--- src/rtl/univ_shift_reg_seq_if.sv ---
// Command/data bundle for univ_shift_reg_seq: valid/ready command port plus serial and status pins.
// Sized by WIDTH and SHAMT_W; these must match the attached shift register's parameters.
interface univ_shift_reg_seq_if #(
  parameter int WIDTH   = 8,
  parameter int SHAMT_W = 3
);
  logic               cmd_valid;
  logic               cmd_ready;
  logic [2:0]         cmd_op;
  logic [SHAMT_W-1:0] cmd_amt;
  logic [WIDTH-1:0]   data_in;
  logic               ser_in_l;
  logic               ser_in_r;
  logic [WIDTH-1:0]   data_out;
  logic               ser_out;
  logic               busy;
  logic               done;

  modport master (
    output cmd_valid, cmd_op, cmd_amt, data_in, ser_in_l, ser_in_r,
    input  cmd_ready, data_out, ser_out, busy, done
  );

  modport slave (
    input  cmd_valid, cmd_op, cmd_amt, data_in, ser_in_l, ser_in_r,
    output cmd_ready, data_out, ser_out, busy, done
  );
endinterface

--- src/rtl/univ_shift_reg_seq.sv ---
// Command-driven universal shift register; multi-bit shifts step one bit per clock. Optional SHIFT_ABORT_EN adds an abort input.
// Latency: LOAD/CLEAR/NOP done 1 cycle after accept, shift by N done N+1 cycles after accept.
// Backpressure: cmd_ready only in IDLE; commands offered while shifting are dropped, not queued.
module univ_shift_reg_seq #(
  parameter int WIDTH   = 8,
  parameter int SHAMT_W = 3
) (
  input logic                clk,
  input logic                reset_n,
  univ_shift_reg_seq_if.slave sr
`ifdef SHIFT_ABORT_EN
  ,
  input logic                abort
`endif
);

  localparam logic [0:0] ST_IDLE  = 1'b0;
  localparam logic [0:0] ST_SHIFT = 1'b1;

  localparam logic [2:0] OP_NOP   = 3'b000;
  localparam logic [2:0] OP_LOAD  = 3'b001;
  localparam logic [2:0] OP_SHL   = 3'b010;
  localparam logic [2:0] OP_SHR   = 3'b011;
  localparam logic [2:0] OP_ROL   = 3'b100;
  localparam logic [2:0] OP_ROR   = 3'b101;
  localparam logic [2:0] OP_ASR   = 3'b110;
  localparam logic [2:0] OP_CLEAR = 3'b111;

  logic [0:0]         state;
  logic [SHAMT_W-1:0] count;
  logic [2:0]         op_q;
  logic [WIDTH-1:0]   q;
  logic               ser_q;
  logic               done_q;

  logic [WIDTH-1:0]   step_q;
  logic               step_ser;
  logic               accept;
  logic               abort_hit;

`ifdef SHIFT_ABORT_EN
  assign abort_hit = abort;
`else
  assign abort_hit = 1'b0;
`endif

  assign accept       = sr.cmd_valid && (state == ST_IDLE);
  assign sr.cmd_ready = (state == ST_IDLE);
  assign sr.busy      = (state == ST_SHIFT);
  assign sr.done      = done_q;
  assign sr.data_out  = q;
  assign sr.ser_out   = ser_q;

  // One-bit step for the latched op; serial fill bits are taken live each step.
  always_comb begin
    step_q   = q;
    step_ser = ser_q;
    case (op_q)
      OP_SHL: begin
        step_q   = {q[WIDTH-2:0], sr.ser_in_l};
        step_ser = q[WIDTH-1];
      end
      OP_SHR: begin
        step_q   = {sr.ser_in_r, q[WIDTH-1:1]};
        step_ser = q[0];
      end
      OP_ROL: begin
        step_q   = {q[WIDTH-2:0], q[WIDTH-1]};
        step_ser = q[WIDTH-1];
      end
      OP_ROR: begin
        step_q   = {q[0], q[WIDTH-1:1]};
        step_ser = q[0];
      end
      OP_ASR: begin
        step_q   = {q[WIDTH-1], q[WIDTH-1:1]};
        step_ser = q[0];
      end
      default: begin
        step_q   = q;
        step_ser = ser_q;
      end
    endcase
  end

  always_ff @(posedge clk or negedge reset_n) begin
    if (!reset_n) begin
      state  <= ST_IDLE;
      count  <= '0;
      op_q   <= OP_NOP;
      q      <= '0;
      ser_q  <= 1'b0;
      done_q <= 1'b0;
    end else begin
      done_q <= 1'b0;
      case (state)
        ST_IDLE: begin
          if (accept) begin
            case (sr.cmd_op)
              OP_LOAD: begin
                q      <= sr.data_in;
                done_q <= 1'b1;
              end
              OP_CLEAR: begin
                q      <= '0;
                done_q <= 1'b1;
              end
              OP_SHL, OP_SHR, OP_ROL, OP_ROR, OP_ASR: begin
                // A zero amount completes like a NOP without entering SHIFT.
                if (sr.cmd_amt != '0) begin
                  op_q  <= sr.cmd_op;
                  count <= sr.cmd_amt;
                  state <= ST_SHIFT;
                end else begin
                  done_q <= 1'b1;
                end
              end
              default: done_q <= 1'b1;
            endcase
          end
        end
        ST_SHIFT: begin
          if (abort_hit) begin
            state  <= ST_IDLE;
            count  <= '0;
            done_q <= 1'b1;
          end else begin
            q     <= step_q;
            ser_q <= step_ser;
            count <= count - 1'b1;
            if (count == {{(SHAMT_W-1){1'b0}}, 1'b1}) begin
              state  <= ST_IDLE;
              done_q <= 1'b1;
            end
          end
        end
        default: state <= ST_IDLE;
      endcase
    end
  end

endmodule

--- src/flat_wrapper.sv ---
// flat-port wrapper written by rule: the top's interface ports become plain ports
module univ_shift_reg_seq_flat 
#(
  parameter int WIDTH   = 8,
  parameter int SHAMT_W = 3
)
  (clk, reset_n, sr_cmd_valid, sr_cmd_op, sr_cmd_amt, sr_data_in, sr_ser_in_l, sr_ser_in_r, sr_cmd_ready, sr_data_out, sr_ser_out, sr_busy, sr_done);
  univ_shift_reg_seq_if #(.WIDTH(WIDTH), .SHAMT_W(SHAMT_W)) sr_i ();
  input logic clk;
  input logic reset_n;
  input wire logic [$bits(sr_i.cmd_valid)-1:0] sr_cmd_valid;
  input wire logic [$bits(sr_i.cmd_op)-1:0] sr_cmd_op;
  input wire logic [$bits(sr_i.cmd_amt)-1:0] sr_cmd_amt;
  input wire logic [$bits(sr_i.data_in)-1:0] sr_data_in;
  input wire logic [$bits(sr_i.ser_in_l)-1:0] sr_ser_in_l;
  input wire logic [$bits(sr_i.ser_in_r)-1:0] sr_ser_in_r;
  output wire logic [$bits(sr_i.cmd_ready)-1:0] sr_cmd_ready;
  output wire logic [$bits(sr_i.data_out)-1:0] sr_data_out;
  output wire logic [$bits(sr_i.ser_out)-1:0] sr_ser_out;
  output wire logic [$bits(sr_i.busy)-1:0] sr_busy;
  output wire logic [$bits(sr_i.done)-1:0] sr_done;
  assign sr_i.cmd_valid = sr_cmd_valid;
  assign sr_i.cmd_op = sr_cmd_op;
  assign sr_i.cmd_amt = sr_cmd_amt;
  assign sr_i.data_in = sr_data_in;
  assign sr_i.ser_in_l = sr_ser_in_l;
  assign sr_i.ser_in_r = sr_ser_in_r;
  assign sr_cmd_ready = sr_i.cmd_ready;
  assign sr_data_out = sr_i.data_out;
  assign sr_ser_out = sr_i.ser_out;
  assign sr_busy = sr_i.busy;
  assign sr_done = sr_i.done;
  univ_shift_reg_seq #(.WIDTH(WIDTH), .SHAMT_W(SHAMT_W)) u_core (.clk(clk), .reset_n(reset_n), .sr(sr_i));
endmodule
--- config.mk ---
export PLATFORM = sky130hd
export DESIGN_NAME = univ_shift_reg_seq_flat
export DESIGN_NICKNAME = d
export VERILOG_FILES = /design/src/rtl/univ_shift_reg_seq_if.sv /design/src/rtl/univ_shift_reg_seq.sv /design/src/flat_wrapper.sv
export SDC_FILE = /design/constraint.sdc
export NUM_CORES = 1
export LEC_CHECK = 0
export CORE_MARGIN = 2
export CORE_UTILIZATION = 48
export DETAILED_ROUTE_END_ITERATION = 16
export PLACE_DENSITY = 0.83
export SKIP_LAST_GASP = 1
export SLEW_MARGIN = 15
export SYNTH_ARGS = -nofsm -noshare
export SYNTH_HDL_FRONTEND = slang
export SYNTH_SLANG_ARGS = --single-unit
export TNS_END_PERCENT = 20
--- constraint.sdc ---
create_clock -name clk -period 1.5 [get_ports clk]
set_input_delay 0.15 -clock clk [delete_from_list [all_inputs] [get_ports clk]]
set_output_delay 0.15 -clock clk [all_outputs]
set_load 0.01 [all_outputs]
==> results.txt, run 1 <==
The initial antenna violation count was 0; the peak supply drop was 0.00123 V. The total overflow left after global routing is 0. Routability-driven placement finished with a final weighted congestion of 0.830.

The run gives 160 ps as the final hold slack. The worst setup path is captured at an output port. Combinational share of power: 63.2%. For this run, the number of standard cells in the final layout without fillers is 196. The tools report the launching instance or port of the critical path as u_core.sr.busy.

Counting along the longest clock path gives a buffer depth of 2. Clock-pin slew was measured on the worst setup and hold paths at 110 ps. Setup violations remaining at the end of the flow were counted as 0.

The number of pins with negative max-slew slack in the final report came out at 0. In this run the horizontal extent of the chip is 53.1 um. For the synthesis warning total, the log shows 0. The number of flops mapped to enable cells by yosys was 0. Data arrives at the worst endpoint at 1340 ps. The number of hold violations in the final report is 0, and the area growth from synthesis to layout is 43.7%. In the synthesized netlist the dominant register cell turns out to be sky130_fd_sc_hd__dfrtp_1.

For the worst-skew pair, the clock arrives at the later sink with an insertion delay of 300 ps. The run finished with clean final reports. The die covers 2810 um^2. Setup repair after global routing could not meet its margin everywhere. Core area: 2230 um^2. In this run, flip-flops and latches consume 29.1% of the power. The worst setup path is launched from a flop.

The logs give 0.705 nW for the leakage power figure and 7.7% for the clock share of power. For the number of H-tree levels, the log shows 1. The run gives 5090 um as the first-pass GRT wire length. The depth of the worst register-to-register path was 6.

The share of post-route cells with drive strength above 1 is 22.6%, and the share of synthesized area occupied by flip-flops and latches is 36.8%. After the first detailed-routing iteration, the DRC count stood at 24. The final standard cell utilization of the core is 74.3%. Entering global routing, the biggest net connects 18 pins. The switching part of the total came out at 42.0%. At the worst endpoint, the required time is 1350 ps. In the synthesized netlist the async set-or-reset flop fraction comes to 100%. After synthesis, the mean cell area works out to 9.62 um^2. From bottom edge to top edge, the die measures 53.1 um. Max-cap violations in this run came to 0.

The worst path uses 99.4% of the clock period. The detail route stage leaves a number of antenna-violating nets equal to 0. Input and output buffers added on the ports amount to 30. Once layout is done, the placed cells without fillers occupy 1660 um^2. The synthesized netlist occupies a cell area of 1150 um^2. After detailed routing, the number of vias per cell comes to 6.03.

Final routed wirelength across all metal layers: 3090 um. After detailed routing, the number of remaining DRC violations is 0. The worst-case register-to-register setup slack was 70 ps; the diode insertion count for antenna repair was 0. Once detailed placement completed, the half-perimeter wirelength came to 2310 um. The maximum clock skew at final layout came out at 12.2 ps. TritonCTS built the clock tree.

The total via count after detailed routing is 1182. The logs give 39 for the count of distinct cell types in the synthesized netlist and 17 for the count of standard-cell rows. Capturing element of the worst setup path: sr_busy. The synthesized net count was 141; the number of I/O pins was 31.

For this design the ratio of total power to cell area is 2020 nW/um^2. The logs give 73.3% for the normalized max-slew margin and 4 for the number of search-and-repair iterations in the first detailed-routing pass. Along the worst path, the maximum fanout reaches 4.

The worst flop-to-flop path endpoint was u_core.sr.data_out[3]. The cell sitting at the root of the clock tree is a sky130_fd_sc_hd__clkbuf_4. The min-delay analysis places its worst path in the category input port to async pin. The analysis attributes to net switching a power of 0.00140 W. The launch point of the worst reg-to-reg path is u_core.sr.busy. In the final design database the tool counted 190 nets.

Including well taps, the total number of placed cells is 189. The library cell used most frequently in the layout, excluding fill and tap cells, is sky130_fd_sc_hd__clkdlybuf4s50_1. The slew of the pin with the lowest slew margin is 399 ps.

The internal portion of the total power is 0.00194 W. Counting the buffers created by CTS gives 3. The standard cell area after detailed placement was 1570 um^2; the number of global-route vias before repair was 1192. The category of the critical setup timing path was flop to output port. After synthesis the netlist holds a flip-flop and latch count of 17. Leaving out fill and tap cells, the most frequent cells in the layout are sky130_fd_sc_hd__clkdlybuf4s50_1, sky130_fd_sc_hd__buf_4, sky130_fd_sc_hd__dfrtp_1, sky130_fd_sc_hd__mux2i_1, sky130_fd_sc_hd__nand2_1. Global routing used 24.8% of the available tracks.

The average routed wire per standard cell is 15.8 um. Synthesis produced 120 cells. The logs give 51.7% for the starting density of the core and 17 for the clock sink count. Counting I/O delays and the setup requirement, the final critical path takes 1490 ps. Timing would allow up to 671 MHz.
==> cells in the mapped netlist (all sizes together) (2+ instances only) <==
master  number  area share, %
nand2b       3            1.8
o21ai        6            2.6
xnor2        3            2.3
a22o         4            3.0
nand2        9            2.9
ha           2            2.2
nor2         6            2.2
mux2i       12             10
dfrtp       17             37
mux2         4            3.9
buf          7            4.5
nand3        4            1.7
o22ai        5            2.7
a21oi        8            3.5
a221oi       2            1.5
a32oi        2            1.5
inv          7            2.3
and3b        2            1.5
==> power groups by stage <==
stage | combinational, W | clock (W) | sequential (W)
3_5_place_dp | 0.00196 | 0 | 0.00101
6_report | 0.00212 | 0.000258 | 0.000972
5_1_grt | 0.00232 | 0.000291 | 0.00102
2_1_floorplan | 0.00128 | 0 | 0.000909
3_3_place_gp | 0.00188 | 0 | 0.000998
4_1_cts | 0.00205 | 0.000260 | 0.000965
==> worst min-delay path by stage <==
| stage | endpoint | start | depth (start not counted) | slack, ps |
|---|---|---|---|---|
| after floorplan | u_core.count[0] | reset_n | 0 | -150 |
| after global placement | u_core.sr.ser_out | u_core.sr.ser_out | 2 | 460 |
| after detailed placement | u_core.sr.ser_out | u_core.sr.ser_out | 2 | 470 |
| after CTS | u_core.sr.data_out[6] | reset_n | 2 | 160 |
| after global routing | u_core.sr.data_out[6] | reset_n | 2 | 160 |
| final | u_core.sr.data_out[6] | reset_n | 2 | 160 |
==> layer usage <==
| layer | routed length, um | up-vias | global-route usage [%] |
|---|---|---|---|
| met3 | 175 | 9 | 4.80 |
| li1 | - | 545 | - |
| met4 | 67 | 0 | 10.3 |
| met5 | 0 | - | 0 |
| met2 | 1660 | 49 | 46.9 |
| met1 | 1190 | 579 | 26.5 |
==> per-stage QoR <==
step / TNS [ps] / setup slack, ps / total power (W)
floorplan: 0 / 133 / 0.00218
global placement: -1480 / -145 / 0.00288
detailed placement: -2390 / -224 / 0.00296
CTS: -39.8 / -15.7 / 0.00328
global route: -128 / -39.5 / 0.00363
finish: 0 / 8.71 / 0.00335
==> critical path, cell delays in order, from the launching register on <==
cell                              delay [ps]
sky130_fd_sc_hd__dfrtp_2                 420
sky130_fd_sc_hd__buf_4                   160
sky130_fd_sc_hd__clkdlybuf4s50_1         470
==> final cells by class <==
class	count	area (um^2)
clock buffers	3	22.5
well taps	28	35.0
fillers	176	574
inverters	7	26.3
multi-input cells	89	677
flip-flops and latches	17	429
repair buffers	51	464
clock inverters	1	5.00
==> what timing repair did <==
item	4_1_cts	5_1_grt
endpoints found under the hold margin	0	0
hold buffers	0	0
gates resized for setup	2	9
setup endpoints to repair	4	13
cloned	0	0
buffers inserted	3	0
pin swaps	0	2
==> sequential cells by signal, indices dropped and copies added (netlist names) <==
signal,count
u_core.op_q,3
u_core.sr.data_out,8
u_core.sr.ser_out,1
u_core.sr.done,1
u_core.count,3
u_core.sr.busy,1
==> kinds of logic after synthesis <==
family	Yosys count	share of synthesized area, %
AO/OA/AOI/OAI	39	23.9
XOR/XNOR	4	3.03
adder cells (fa/ha/maj)	2	2.17
buffers and inverters	14	6.83
flip-flops	17	36.8
multiplexers	16	14.3
AND/OR/NAND/NOR	28	12.9
Note: power is estimated with default switching activity, not from simulation.
==> inputs of run 2 (changes only) <==
Settings changed: CORE_UTILIZATION 48 to 53, CTS_BUF_LIST set to sky130_fd_sc_hd__clkbuf_8, PLACE_DENSITY 0.83 to 0.9.
Clock period 1.5 ns to 1.85 ns, I/O delays scaled along.
==> run 2 against run 1 <==
  * Sequential power decreased by 11%
  * Non-clock buffer count decreased by 15
  * Via count decreased by 6.4%
  * Largest power group unchanged
==> results.txt, run 2 (same netlist as run 1, synthesis figures left out) <==
In this run the core area contains 16 standard-cell rows. The worst register-to-register path has a depth of 3. The run gives 33.6% as the portion of total power attributed to sequential cells.

Internal power of the cells: 0.00149 W. The number of pins with negative max-slew slack in the final report was 0. The startpoint identified for the worst register-to-register timing path is u_core.op_q[0].

The net count of the finished layout is 175. Cells with a size suffix above 1 make up 11.8% of the layout. The y dimension of the die is 50.7 um. The clock-pin slew on the worst setup and hold paths is 70 ps, and the number of I/O pins is 31. For this run, the total global-route usage over all layers was measured as 25.9%. The clock arrives with 2.82 ps of skew. Most common cell after layout, fill and taps aside: sky130_fd_sc_hd__clkdlybuf4s50_1. The number of global-route vias before repair came out at 1141. The tools report the number of violations of the max-capacitance limit as 0. The worst hold path belongs to the class input port to async pin.

Total grt overflow: 0. For the placer's final routability congestion estimate, the log shows 0.818. The worst-case register-to-register setup slack is 300 ps.

The category of the critical setup timing path is flop to output port. Using the TritonRoute via totals, the vias-per-cell ratio works out to 6.14. The first global-routing pass estimated 4930 um of wire.

The tools report the DRC violation total after the first TritonRoute iteration as 32. The number of placed instances, taps included, is 176. The die is 50.7 um wide.

Across all hold checks on the routed design, the worst slack comes to 261 ps. In this run the worst setup path begins at u_core.sr.busy. After clock tree synthesis, the flow added hold-fix buffers numbering 0. The aggregate negative setup slack is 0 ps. The filler cells instantiated in the layout total 133.

The worst path in the final design needs a cycle of 1760 ps, including I/O delays and setup. The clock sink count came out at 17. The number of remaining DRC errors was 0.

Initial antenna violation count: 0. The endpoint identified for the worst register-to-register timing path is u_core.sr.data_out[2]. IR analysis of the VDD net gives a maximum drop of 0.00107 V. The cell sitting at the root of the clock tree is a sky130_fd_sc_hd__clkbuf_8. Buffers inserted during clock tree synthesis total 3. In the final routed layout, each cell accounts on average for 16.2 um.

Flip-flop count of the largest register after layout: 8. The most critical setup path has its endpoint at sr_cmd_ready. For the worst-skew pair, the clock arrives at the later sink with an insertion delay of 250 ps. For the number of search-and-repair iterations in the first detailed-routing pass, the log shows 4. The count of buffers inserted at the top-level ports came out at 30. For the number of buffers on the longest clock path, the log shows 2. The final cycle utilization of the critical path came out at 95.3%. The peak fanout along the critical path is 14. The flow ran to the end, and the final reports show no timing, DRC or antenna violations. Setup repair after global routing left no endpoint under its margin. The tools report the number of H-tree levels as 1.

The diode insertion count for antenna repair was 0. The worst setup path is captured at an output port. The slew of the pin with the lowest slew margin came out at 721 ps.

For this configuration, the core starts out at a cell density of 57.7%. Combinational logic is responsible for 55.7% of the overall power. The die covers 2570 um^2. The count of nets left with antenna violations once routing finished came out at 0. The total via count after detailed routing was 1106; the number of standard cells in the final layout excluding fillers was 180.

Data on the critical path is required at its endpoint by 1660 ps. The maximum number of pins on one net before global-route repair came out at 18. The switching part of the total is 42.1%. For the worst setup path, the data arrival time is 1580 ps. The tools report the post-CTS resize count as 1. The number of hold violations in the final report was 0.

In this run the tightest slew margin relative to its limit is 51.7%. In this run the static leakage power is 0.633 nW. The area growth from synthesis to layout was 32.3%. Setup violations remaining at the end of the flow were counted as 0.

The top cell types in the final layout, fill and taps aside, are sky130_fd_sc_hd__clkdlybuf4s50_1, sky130_fd_sc_hd__dfrtp_1, sky130_fd_sc_hd__mux2i_1, sky130_fd_sc_hd__nand2_1. For this block, the routed nets add up to 2920 um of wire. The clock share of power came out at 10.7%.

TritonCTS built the clock tree. Once detailed placement completed, the half-perimeter wirelength came to 2060 um. In this run the power density over the cells is 1680 nW/um^2. The number of setup buffers added after CTS is 0. The timing-limited maximum frequency is 567 MHz. The tools report the power dissipated by switching net loads as 0.00108 W.

After floorplanning, the core was sized to cover 2000 um^2. Type of origin of the critical path: a flop. The tools report the final standard cell utilization of the core as 76.3%.
-- run 2: cell types whose count changed in the layout (fill, tap and decap cells not counted), sizes merged --
cell,delta
buf,-15
clkdlybuf4s50,+1
clkinv,-1
dlygate4sd2,-1
inv,+1
-- run 2: worst min path at each step --
stage	from	depth (start not counted)	slack, ps	end
after floorplan	reset_n	0	-110	u_core.count[0]
after global placement	u_core.sr.ser_out	2	460	u_core.sr.ser_out
after detailed placement	u_core.sr.ser_out	2	470	u_core.sr.ser_out
after CTS	reset_n	2	260	u_core.sr.data_out[5]
after global routing	reset_n	2	290	u_core.sr.data_out[5]
final	reset_n	2	260	u_core.sr.data_out[5]
-- run 2: metal layers --
metal	up-vias	routed length, um	track usage (%)
li1	515	-	-
met1	524	1190	28.0
met2	55	1440	45.4
met3	12	192	4.76
met4	0	90	18.0
met5	-	0	0
-- run 2: power by group through the flow --
stage | Combinational (W) | Sequential, W | Clock, W
2_1_floorplan | 0.00103 | 0.000737 | 0
5_1_grt | 0.00156 | 0.000904 | 0.000297
6_report | 0.00143 | 0.000864 | 0.000275
4_1_cts | 0.00143 | 0.000859 | 0.000282
3_3_place_gp | 0.00137 | 0.000848 | 0
3_5_place_dp | 0.00142 | 0.000860 | 0
-- run 2: through the flow --
step	worst slack [ps]	area, um^2	power, W
floorplan	483	1150	0.00177
global placement	103	1480	0.00222
detailed placement	38.6	1480	0.00228
CTS	80.5	1530	0.00257
global route	20.8	1530	0.00276
finish	86.6	1530	0.00257
-- run 2: area by class of cell --
class,count,area [um^2],area share (%)
multi-input cells,89,651,42.6
flip-flops and latches,17,427,27.9
repair buffers,36,345,22.6
clock buffers,3,41.3,2.70
well taps,27,33.8,2.21
inverters,7,26.3,1.72
clock inverters,1,3.75,0.246
-- run 2: critical path, cell delays in order, from the launching register on --
cell                              delay (ps)
sky130_fd_sc_hd__dfrtp_2                 500
sky130_fd_sc_hd__inv_1                   230
sky130_fd_sc_hd__clkdlybuf4s50_1         590
==> inputs of run 3 (changes only) <==
Settings changed: CTS_CLUSTER_SIZE set to 25.
==> results of run 3 <==
Same layout as run 2: the final DEF is identical, and so are final timing and power.
